==> config.mk <==
export PLATFORM = sky130hd
export DESIGN_NAME = serial_lut_db
export DESIGN_NICKNAME = d
export VERILOG_FILES = /design/src/rtl/serial_lut_pkg.sv /design/src/rtl/serial_lut_mux.sv /design/src/rtl/serial_lut_db.sv
export SDC_FILE = /design/constraint.sdc
export NUM_CORES = 1
export LEC_CHECK = 0
export CAP_MARGIN = 20
export CELL_PAD_IN_SITES_DETAIL_PLACEMENT = 1
export CELL_PAD_IN_SITES_GLOBAL_PLACEMENT = 1
export CORE_ASPECT_RATIO = 1.75
export CORE_MARGIN = 2
export CORE_UTILIZATION = 54
export CTS_CLUSTER_DIAMETER = 80
export DETAILED_ROUTE_END_ITERATION = 7
export PLACE_DENSITY = 0.87
export SLEW_MARGIN = 20
export SYNTH_ARGS = -nofsm -noshare
export SYNTH_HDL_FRONTEND = slang
export SYNTH_SLANG_ARGS = --single-unit
==> constraint.sdc <==
create_clock -name clk -period 5.03 [get_ports clk]
set_clock_uncertainty 0.05 [all_clocks]
set_input_delay 0.503 -clock clk [delete_from_list [all_inputs] [get_ports clk]]
set_output_delay 0.503 -clock clk [all_outputs]
set_load 0.005 [all_outputs]
==> src/rtl/serial_lut_pkg.sv <==
// serial_lut_pkg: shared sizing for the serially loaded lookup table.
// Holds default widths and helpers for table and counter sizes.
package serial_lut_pkg;

  localparam int DEF_IN_WIDTH  = 4;
  localparam int DEF_OUT_WIDTH = 3;

  function automatic int tbits(input int iw, input int ow);
    return (2 ** iw) * ow;
  endfunction

  function automatic int cnt_width(input int iw, input int ow);
    return $clog2(tbits(iw, ow) + 1);
  endfunction

endpackage

==> src/rtl/serial_lut_mux.sv <==
// serial_lut_mux: combinational entry select from a packed table.
// Entry i occupies bits [(i+1)*OUT_WIDTH-1 : i*OUT_WIDTH].
import serial_lut_pkg::*;

module serial_lut_mux #(
  parameter int IN_WIDTH  = DEF_IN_WIDTH,
  parameter int OUT_WIDTH = DEF_OUT_WIDTH
) (
  input  logic [IN_WIDTH-1:0]                     sel,
  input  logic [tbits(IN_WIDTH, OUT_WIDTH)-1:0]   tbl,
  output logic [OUT_WIDTH-1:0]                    entry
);

  always_comb begin
    entry = '0;
    for (int i = 0; i < 2 ** IN_WIDTH; i++) begin
      if (sel == IN_WIDTH'(i)) begin
        entry = tbl[i*OUT_WIDTH +: OUT_WIDTH];
      end
    end
  end

endmodule

==> src/rtl/serial_lut_db.sv <==
// serial_lut_db: double-buffered serial-load LUT with commit and rotate.
// Define SERIAL_LUT_OUT_REG_EN to register out (one cycle latency).
import serial_lut_pkg::*;

module serial_lut_db #(
  parameter int IN_WIDTH  = DEF_IN_WIDTH,
  parameter int OUT_WIDTH = DEF_OUT_WIDTH
) (
  input  logic                 clk,
  input  logic                 rst_n,
  input  logic                 d,
  input  logic                 cs_n,
  input  logic                 commit_n,
  input  logic                 rot_n,
  input  logic [IN_WIDTH-1:0]  sel,
  output logic [OUT_WIDTH-1:0] out,
  output logic                 full,
  output logic                 commit_ack,
  output logic                 err
);

  localparam int TBITS = tbits(IN_WIDTH, OUT_WIDTH);
  localparam int CW    = cnt_width(IN_WIDTH, OUT_WIDTH);
  localparam logic [CW-1:0] TMAX = CW'(TBITS);

  logic [TBITS-1:0]     shadow;
  logic [TBITS-1:0]     active;
  logic [CW-1:0]        count;
  logic [OUT_WIDTH-1:0] entry;
  logic                 shift;
  logic                 commit_req;
  logic                 commit_ok;

  assign shift      = ~cs_n;
  assign commit_req = ~commit_n;
  assign full       = (count == TMAX);
  // A commit needs a complete load and no shift in flight.
  assign commit_ok  = commit_req & cs_n & full;

  always_ff @(posedge clk or negedge rst_n) begin
    if (!rst_n) begin
      shadow <= '0;
    end else if (shift) begin
      shadow <= {shadow[TBITS-2:0], d};
    end
  end

  always_ff @(posedge clk or negedge rst_n) begin
    if (!rst_n) begin
      count <= '0;
    end else if (commit_ok) begin
      count <= '0;
    end else if (shift && !full) begin
      count <= count + 1'b1;
    end
  end

  always_ff @(posedge clk or negedge rst_n) begin
    if (!rst_n) begin
      active <= '0;
    end else if (commit_ok) begin
      active <= shadow;
    end else if (!rot_n) begin
      active <= {active[OUT_WIDTH-1:0],
                 active[TBITS-1:OUT_WIDTH]};
    end
  end

  always_ff @(posedge clk or negedge rst_n) begin
    if (!rst_n) begin
      commit_ack <= 1'b0;
      err        <= 1'b0;
    end else begin
      commit_ack <= commit_ok;
      err        <= commit_req & ~commit_ok;
    end
  end

  serial_lut_mux #(
    .IN_WIDTH  (IN_WIDTH),
    .OUT_WIDTH (OUT_WIDTH)
  ) u_mux (
    .sel   (sel),
    .tbl   (active),
    .entry (entry)
  );

`ifdef SERIAL_LUT_OUT_REG_EN
  always_ff @(posedge clk or negedge rst_n) begin
    if (!rst_n) begin
      out <= '0;
    end else begin
      out <= entry;
    end
  end
`else
  assign out = entry;
`endif

endmodule
# Word-level counts from Yosys, hierarchy flattened
# Cells that the tools add are included.
dict set report word_totals {
  regBits 104
  inputBits 10
  wordCells 53
}
dict set report classes {
  n_addsub 1
  eq_ne 17
  n_mux 20
  bitwise 6
  n_reduce_logical 4
}
# operator n
set ops {}
lappend ops {{48-bit 2-to-1 mux} 2}
lappend ops {{3-bit 2-to-1 mux} 16}
lappend ops {{4-bit equality test, second input constant} 8}
lappend ops {{4-bit by 3-bit equality test with 1-bit output, second input constant} 4}
lappend ops {{6-bit 2-to-1 mux} 2}
lappend ops {{4-bit by 2-bit equality test with 1-bit output, second input constant} 2}
lappend ops {{6-bit by 1-bit adder with 6-bit output, second input constant} 1}
lappend ops {{6-bit equality test, second input constant} 1}
lappend ops {{4-bit by 1-bit equality test with 1-bit output, second input constant} 1}
lappend ops {{4-bit logical NOT} 1}
lappend ops {{1-bit bitwise AND} 3}
lappend ops {{1-bit NOT} 3}
lappend ops {{2-bit by 1-bit != test with 1-bit output, second input constant} 1}
lappend ops {{2-bit nonzero test} 1}
lappend ops {{1-bit logical AND} 1}
lappend ops {{1-bit logical NOT} 1}

# Logic depth before layout (Yosys ltp)
# Gate-level depths: netlist of the first run.
dict set report depth {
  ltp_word 17
  depth_mapped 9
}

# Cells and area by module
# From an unflattened synthesis of the first run, not the netlist that was laid out.
dict set report hier_totals {
  cells_unflattened 397
  hier_area_um2 5173.7
}
# mod n_inst cells_each area_per_inst_um2 seq_area_each_um2
set by_module_without_submodules {}
lappend by_module_without_submodules {serial_lut_db 1 296 4554.4 2602.5}
lappend by_module_without_submodules {serial_lut_mux 1 101 619.3 0.0}

# Worst setup path after synthesis of the first run
# Ideal clock, no wire load.
dict set report synth_path {
  path_type {input -> output}
  start {in sel[0]}
  end {out out[0]}
  arrival_time_ns 1.681
  path_slack_ns 2.796
  cell_stages 6
  n_path_buf 1
  path_cell_list {buf_6 > mux2_4 > or3_1 > a221oi_2 > o21a_1 > o22ai_1}
}
dict set report synth_between {
  elab_chain_len 17
}
# element line_no
set synth_lines {}
lappend synth_lines {{start, declared} serial_lut_db.sv:15} ;# input logic [IN_WIDTH-1:0] sel,
lappend synth_lines {{4-bit logical NOT} serial_lut_mux.sv:17} ;# if (sel == IN_WIDTH'(i)) begin
lappend synth_lines {{3-bit 2-to-1 mux (15 in series)} serial_lut_mux.sv:17}
lappend synth_lines {{3-bit 2-to-1 mux *} serial_lut_mux.sv:17}
lappend synth_lines {{end, declared} serial_lut_db.sv:16} ;# output logic [OUT_WIDTH-1:0] out,
# Every way passes the cells marked *; elsewhere a longest branch is shown, timed or not.

# Worst setup path in the final report of the first run
dict set report layout_path {
  start {in sel[0]}
  end {out out[2]}
}
# Same word-level chain as after synthesis.

==> run_results.csv, run 1 <==
group,metric,value,unit
setup_path,worst_ep_required_time,4480,ps
synth,ys_seq_area_frac,0.527,
setup_path,reg2reg_from,"count[0]$_DFFE_PN0P_",
clocking,clk_pin_slew,70,ps
synth,synth_area_leader_cell,"dfrtp_1",
clocking,cts_sinks,104,
grt,grt_usage,0.233,
power,power.leakage,0.00250,uW
setup_path,timing.rr.end,"count[3]$_DFFE_PN0P_",
setup_path,path_max_fanout,20,
setup_path,reg2reg_setup_slack,2580,ps
final_layout,final_common_cell,"dfrtp_1",
grt,grt_pass1_vias,3555,
clocking,clk_latency,350,ps
floorplanning,die_h,130,microns
clocking,cts.repair.resized,0,
sta,report.final.setup_viol,0,
floorplanning,rows,46,
final_layout,antenna_cells,0,
clocking,cts_max_level,3,
setup_path,cp-start-kind,"input port",
grt,grt_pass1_wl,18000,microns
routing,drcViolationCount,0,
clocking,post_cts_buffers,0,
clocking,hold_buffers,0,
place,preCtsSetupSlack,1300,ps
place,portBuffers,15,
sta,slew_violations,0,
synth,ys_seq_elements,104,
synth,synth-edff-count,0,
final_layout,fillers,960,
sta,final-hold-violation-count,0,
floorplanning,core_area,8980,sq um
synth,syn_area_per_cell,11.6,sq um
sta,rsz0062_at_grt,"no",
setup_path,crit_type,"in -> out",
final_layout,fin_nets,434,
synth,ys_types,46,
grt,antenna_found_initial,0,
grt,gr-total-overflow,0,
sta,fin_crit_sh,0.755,
final_layout,drive_gt1_frac,0.190,
place,dp_hpwl,6930,microns
sta,fmax,263,MHz
sta,period_needed,3800,ps
clocking,clockBufferDepth,2,
floorplanning,ioPinCount,16,
sta,slew_headroom,0.366,
synth,netlist_area,4940,sq um
hold_path,min_path_type,"in -> async",
routing,drtAntennaViolNets,0,
status,status,"finished, final reports clean",
clocking,cts_buffers,9,
power,ir_worst_vdd,0.227,mV
place,globalplace.congestion,0.731,
floorplanning,start_util,0.550,
synth,yosys-top-cells-area,"dfrtp_1 (53%), mux2_2 (11%), mux2i_1 (11%), o21ai_0 (5.7%), nand2_1 (4.3%)",
grt,grt_max_degree,102,
sta,finalSetupTns,0,ps
sta,fin_ws,1230,ps
synth,async_reset_ff_frac,1.00,
synth,synth_fp_nets,436,
setup_path,arrival,3240,ps
synth,ys_warn_count,0,
routing,drt-initial-drc-count,212,
synth,syn_inst,424,
routing,wl_per_cell,19.7,microns
sta,worstMarginPinSlew,948,ps
setup_path,rr_worst_depth,8,
clocking,cts_tree,"built",
final_layout,areaGrowthSynthToFinish,10.5,%
job,drv_cap,0,
routing,routed_wl,10800,microns
power,power_density,386,nW/um^2
final_layout,multi_input_area,2170,sq um
floorplanning,die_x,76.3,microns
floorplanning,die-area,9950,sq um
routing,first_pass_iters,4,
final_layout,regArea,2600,sq um
routing,vias,3250,
synth,ys.flop_type,"dfrtp_1",
routing,viasPerCell,5.94,
synth,synth_top_area_frac,0.527,
clocking,cts-root-buf,"clkbuf_16",
final_layout,final_cell_mix,"dfrtp_1 (104), mux2i_1 (56), nand2_1 (56), o21ai_0 (56), mux2_2 (50)",
setup_path,worstSetupEndpointType,"primary output",
[cell usage after synthesis (3+ instances only)]
cell and instances:
nor3_1 3, mux4_2 3, a21oi_1 4, buf_2 13
clkbuf_1 15, o21ai_0 56, nand2_1 56, mux2_2 50
o22ai_1 3, mux2i_1 56, nor2_1 7, nand3_1 3
nand2b_1 3, inv_1 5, dfrtp_1 104, clkbuf_2 3
[worst max-delay path, cell delays in order]
cell	delay (ps)
clkdlybuf4s50_1	1010
buf_4	310
mux2i_1	280
o211ai_1	160
o21ai_0	140
nand2_1	80
mux2_2	290
clkdlybuf4s50_1	460
[cell type report]
type,count,area share
Multi-Input combinational cell,282,0.398
Tap cell,120,0.0275
Sequential cell,104,0.477
Timing Repair Buffer,20,0.0321
Clock buffer,11,0.0463
Inverter,5,0.00344
Clock inverter,5,0.0156
[how the worst max path moves through the flow]
| stage | slack [ps] | end | cells after the start | start |
|---|---|---|---|---|
| after CTS | 1270 | out[1] | 7 | sel[0] |
| after global placement | 1370 | out[2] | 6 | sel[0] |
| after floorplan | 2800 | out[0] | 6 | sel[0] |
| after detailed placement | 1300 | out[1] | 7 | sel[0] |
| after global routing | 1050 | out[2] | 8 | sel[0] |
| final | 1230 | out[2] | 8 | sel[0] |
[where the power goes]
part | internal, uW | switching [uW]
Clock | 467 | 310
Sequential | 964 | 115
Combinational | 142 | 107
[metal layers]
layer,track usage,wire (microns),vias to the layer above
met5,0,0,-
met4,0.125,400,0
met3,0.0391,241,34
met2,0.435,5940,44
met1,0.251,4220,1665
li1,-,-,1507
[registers in the layout, summed over array words and instances (netlist names)]
register    count
commit_ack      1
active         48
err             1
shadow         48
count           6
[kinds of logic after synthesis]
group / share of synthesized area
compound gates: 0.0958
xor+xnor: 0.00532
fa+ha+maj: 0.00507
buf+inv: 0.0345
flops: 0.527
mux: 0.255
simple gates: 0.0773
[metrics by stage]
stage           util  instance area, sq um  hold slack, ps  std cells  power, uW
4_1_cts        0.608                  5460             129        547       2130
2_1_floorplan      -                  4940             157        424       1250
3_3_place_gp   0.570                  5120             405        531       1320
5_1_grt        0.608                  5460             148        547       2200
6_report       0.608                  5460             112        547       2100
3_5_place_dp   0.570                  5120             440        531       1340
(Power assumes the default switching activity.)
==> inputs of run 2 (changes only) <==
--- a/config.mk
+++ b/config.mk
@@ -10,10 +10,10 @@
 export CELL_PAD_IN_SITES_GLOBAL_PLACEMENT = 1
 export CORE_ASPECT_RATIO = 1.75
 export CORE_MARGIN = 2
-export CORE_UTILIZATION = 54
+export CORE_UTILIZATION = 50
 export CTS_CLUSTER_DIAMETER = 80
 export DETAILED_ROUTE_END_ITERATION = 7
-export PLACE_DENSITY = 0.87
+export PLACE_DENSITY = 0.81
 export SLEW_MARGIN = 20
 export SYNTH_ARGS = -nofsm -noshare
 export SYNTH_HDL_FRONTEND = slang
==> constraint.sdc (replaced) <==
create_clock -name clk -period 3.56 [get_ports clk]
set_clock_uncertainty 0.05 [all_clocks]
set_input_delay 0.356 -clock clk [delete_from_list [all_inputs] [get_ports clk]]
set_output_delay 0.356 -clock clk [all_outputs]
set_load 0.005 [all_outputs]
==> run_results.csv, run 2 (same netlist as run 1, synthesis figures left out) <==
group,metric,value,unit
final_layout,antenna_cells,0,
floorplanning,die_h,135,microns
grt,antenna_found_initial,0,
final_layout,multi_input_area,2170,sq um
final_layout,regArea,2600,sq um
sta,worstMarginPinSlew,784,ps
floorplanning,die-area,10700,sq um
place,portBuffers,15,
final_layout,fin_nets,438,
clocking,clockBufferDepth,2,
final_layout,fin_util,0.560,
sta,fin_crit_sh,0.871,
place,place_inst,540,
sta,report.final.setup_viol,0,
floorplanning,core_area,9730,sq um
setup_path,arrival,2690,ps
final_layout,layout.cells.non_filler,555,
final_layout,areaGrowthSynthToFinish,10.3,%
grt,gr-total-overflow,0,
clocking,hold_buffers,0,
job,drv_cap,0,
clocking,cts-root-buf,"clkbuf_16",
floorplanning,die_x,79.1,microns
final_layout,fillers,1027,
power,ir_worst_vdd,0.421,mV
floorplanning,start_util,0.507,
sta,fmax,322,MHz
routing,wl_per_cell,18.7,microns
final_layout,final_common_cell,"dfrtp_1",
floorplanning,rows,48,
grt,grt_max_degree,102,
sta,final-hold-violation-count,0,
hold_path,min_path_type,"in -> async",
routing,drtAntennaViolNets,0,
clocking,cts_tree,"built",
setup_path,worstPathCellList,"clkdlybuf4s50_1, buf_12, mux2_4, or3_1, a221oi_2, o21a_1, o22ai_1, clkdlybuf4s50_1",
routing,drcViolationCount,0,
routing,vias,3178,
routing,first_pass_iters,5,
grt,grt_pass1_wl,17800,microns
status,status,"finished, final reports clean",
clocking,cts_max_level,3,
clocking,post_cts_buffers,0,
power,power_density,511,nW/um^2
floorplanning,ioPinCount,16,
power,power.leakage,0.00249,uW
setup_path,path_max_fanout,28,
final_layout,largestRegisters,"active (48), shadow (48), count (6)",
place,globalplace.congestion,0.799,
sta,fin_ws,459,ps
grt,grt_pass1_vias,3518,
setup_path,worstSetupEndpointType,"primary output",
setup_path,reg2reg_setup_slack,1480,ps
routing,drt-initial-drc-count,166,
routing,routed_wl,10400,microns
sta,slew_violations,0,
sta,slew_headroom,0.477,
routing,viasPerCell,5.73,
setup_path,crit_type,"in -> out",
sta,rsz0062_at_grt,"no",
clocking,cts_sinks,104,
clocking,clk_pin_slew,70,ps
setup_path,slowest_delay,530,ps
clocking,clk_latency,350,ps
final_layout,drive_gt1_frac,0.195,
sta,finalSetupTns,0,ps
setup_path,timing.rr.end,"count[3]$_DFFE_PN0P_",
clocking,cts.repair.resized,0,
setup_path,reg2reg_from,"count[0]$_DFFE_PN0P_",
final_layout,final_cell_mix,"dfrtp_1 (104), mux2i_1 (56), nand2_1 (56), o21ai_0 (56), mux2_2 (50)",
sta,period_needed,3100,ps
place,dp_hpwl,7140,microns
setup_path,rr_worst_depth,8,
setup_path,worst_ep_required_time,3150,ps
setup_path,slowest_stage,"clkdlybuf4s50_1",
setup_path,path_common_cell,"clkdlybuf4s50_1",
clocking,cts_buffers,9,
grt,grt_usage,0.217,
setup_path,cp-start-kind,"input port",
place,preCtsSetupSlack,456,ps
run 2: per-stage QoR:
step	area, sq um	hold slack [ps]	total power [uW]
floorplan	4940	10.4	1760
global placement	5180	404	1870
detailed placement	5180	435	1910
CTS	5440	57.4	2820
global route	5440	72.0	2930
finish	5440	29.5	2780
run 2: report_power, final:
part,leakage [uW],switching (uW),internal [uW]
clock network,0.000123,437,466
registers,0.00139,157,1360
logic,0.000971,152,205
run 2: worst max-delay path by stage:
stage | slack (ps) | startpoint | depth (start not counted) | end
after floorplan | 1620 | sel[0] | 6 | out[0]
after global placement | 510 | sel[0] | 8 | out[0]
after detailed placement | 460 | sel[0] | 8 | out[0]
after CTS | 450 | sel[0] | 8 | out[0]
after global routing | 310 | sel[0] | 8 | out[0]
final | 460 | sel[0] | 8 | out[0]
run 2: layout make-up:
| cell class | count | share of cell area |
|---|---|---|
| Timing Repair Buffer | 24 | 0.0423 |
| Tap cell | 125 | 0.0287 |
| Sequential cell | 104 | 0.478 |
| Multi-Input combinational cell | 282 | 0.399 |
| Clock buffer | 9 | 0.0414 |
| Inverter | 5 | 0.00345 |
| Clock inverter | 6 | 0.00689 |
run 2: layer usage:
metal	track usage	part of all wire	routed length [microns]
met5	0	0	0
met4	0.0881	0.021	220
met3	0.0453	0.021	215
met2	0.387	0.55	5770
met1	0.250	0.40	4190
run 2: critical path, delay by kind of cell:
kind                   cells  cell delay [ps]
buffers and inverters      3             1180
AO/OA/AOI/OAI              3              520
AND/OR/NAND/NOR            1              320
multiplexers               1              310
==> inputs of run 3 (changes only) <==
--- a/config.mk
+++ b/config.mk
@@ -13,6 +13,7 @@
 export CORE_UTILIZATION = 50
 export CTS_CLUSTER_DIAMETER = 80
 export DETAILED_ROUTE_END_ITERATION = 7
+export HOLD_SLACK_MARGIN = 0.05
 export PLACE_DENSITY = 0.81
 export SLEW_MARGIN = 20
 export SYNTH_ARGS = -nofsm -noshare
==> results of run 3 <==
Same layout as run 2: the final DEF is identical, and so are final timing and power.
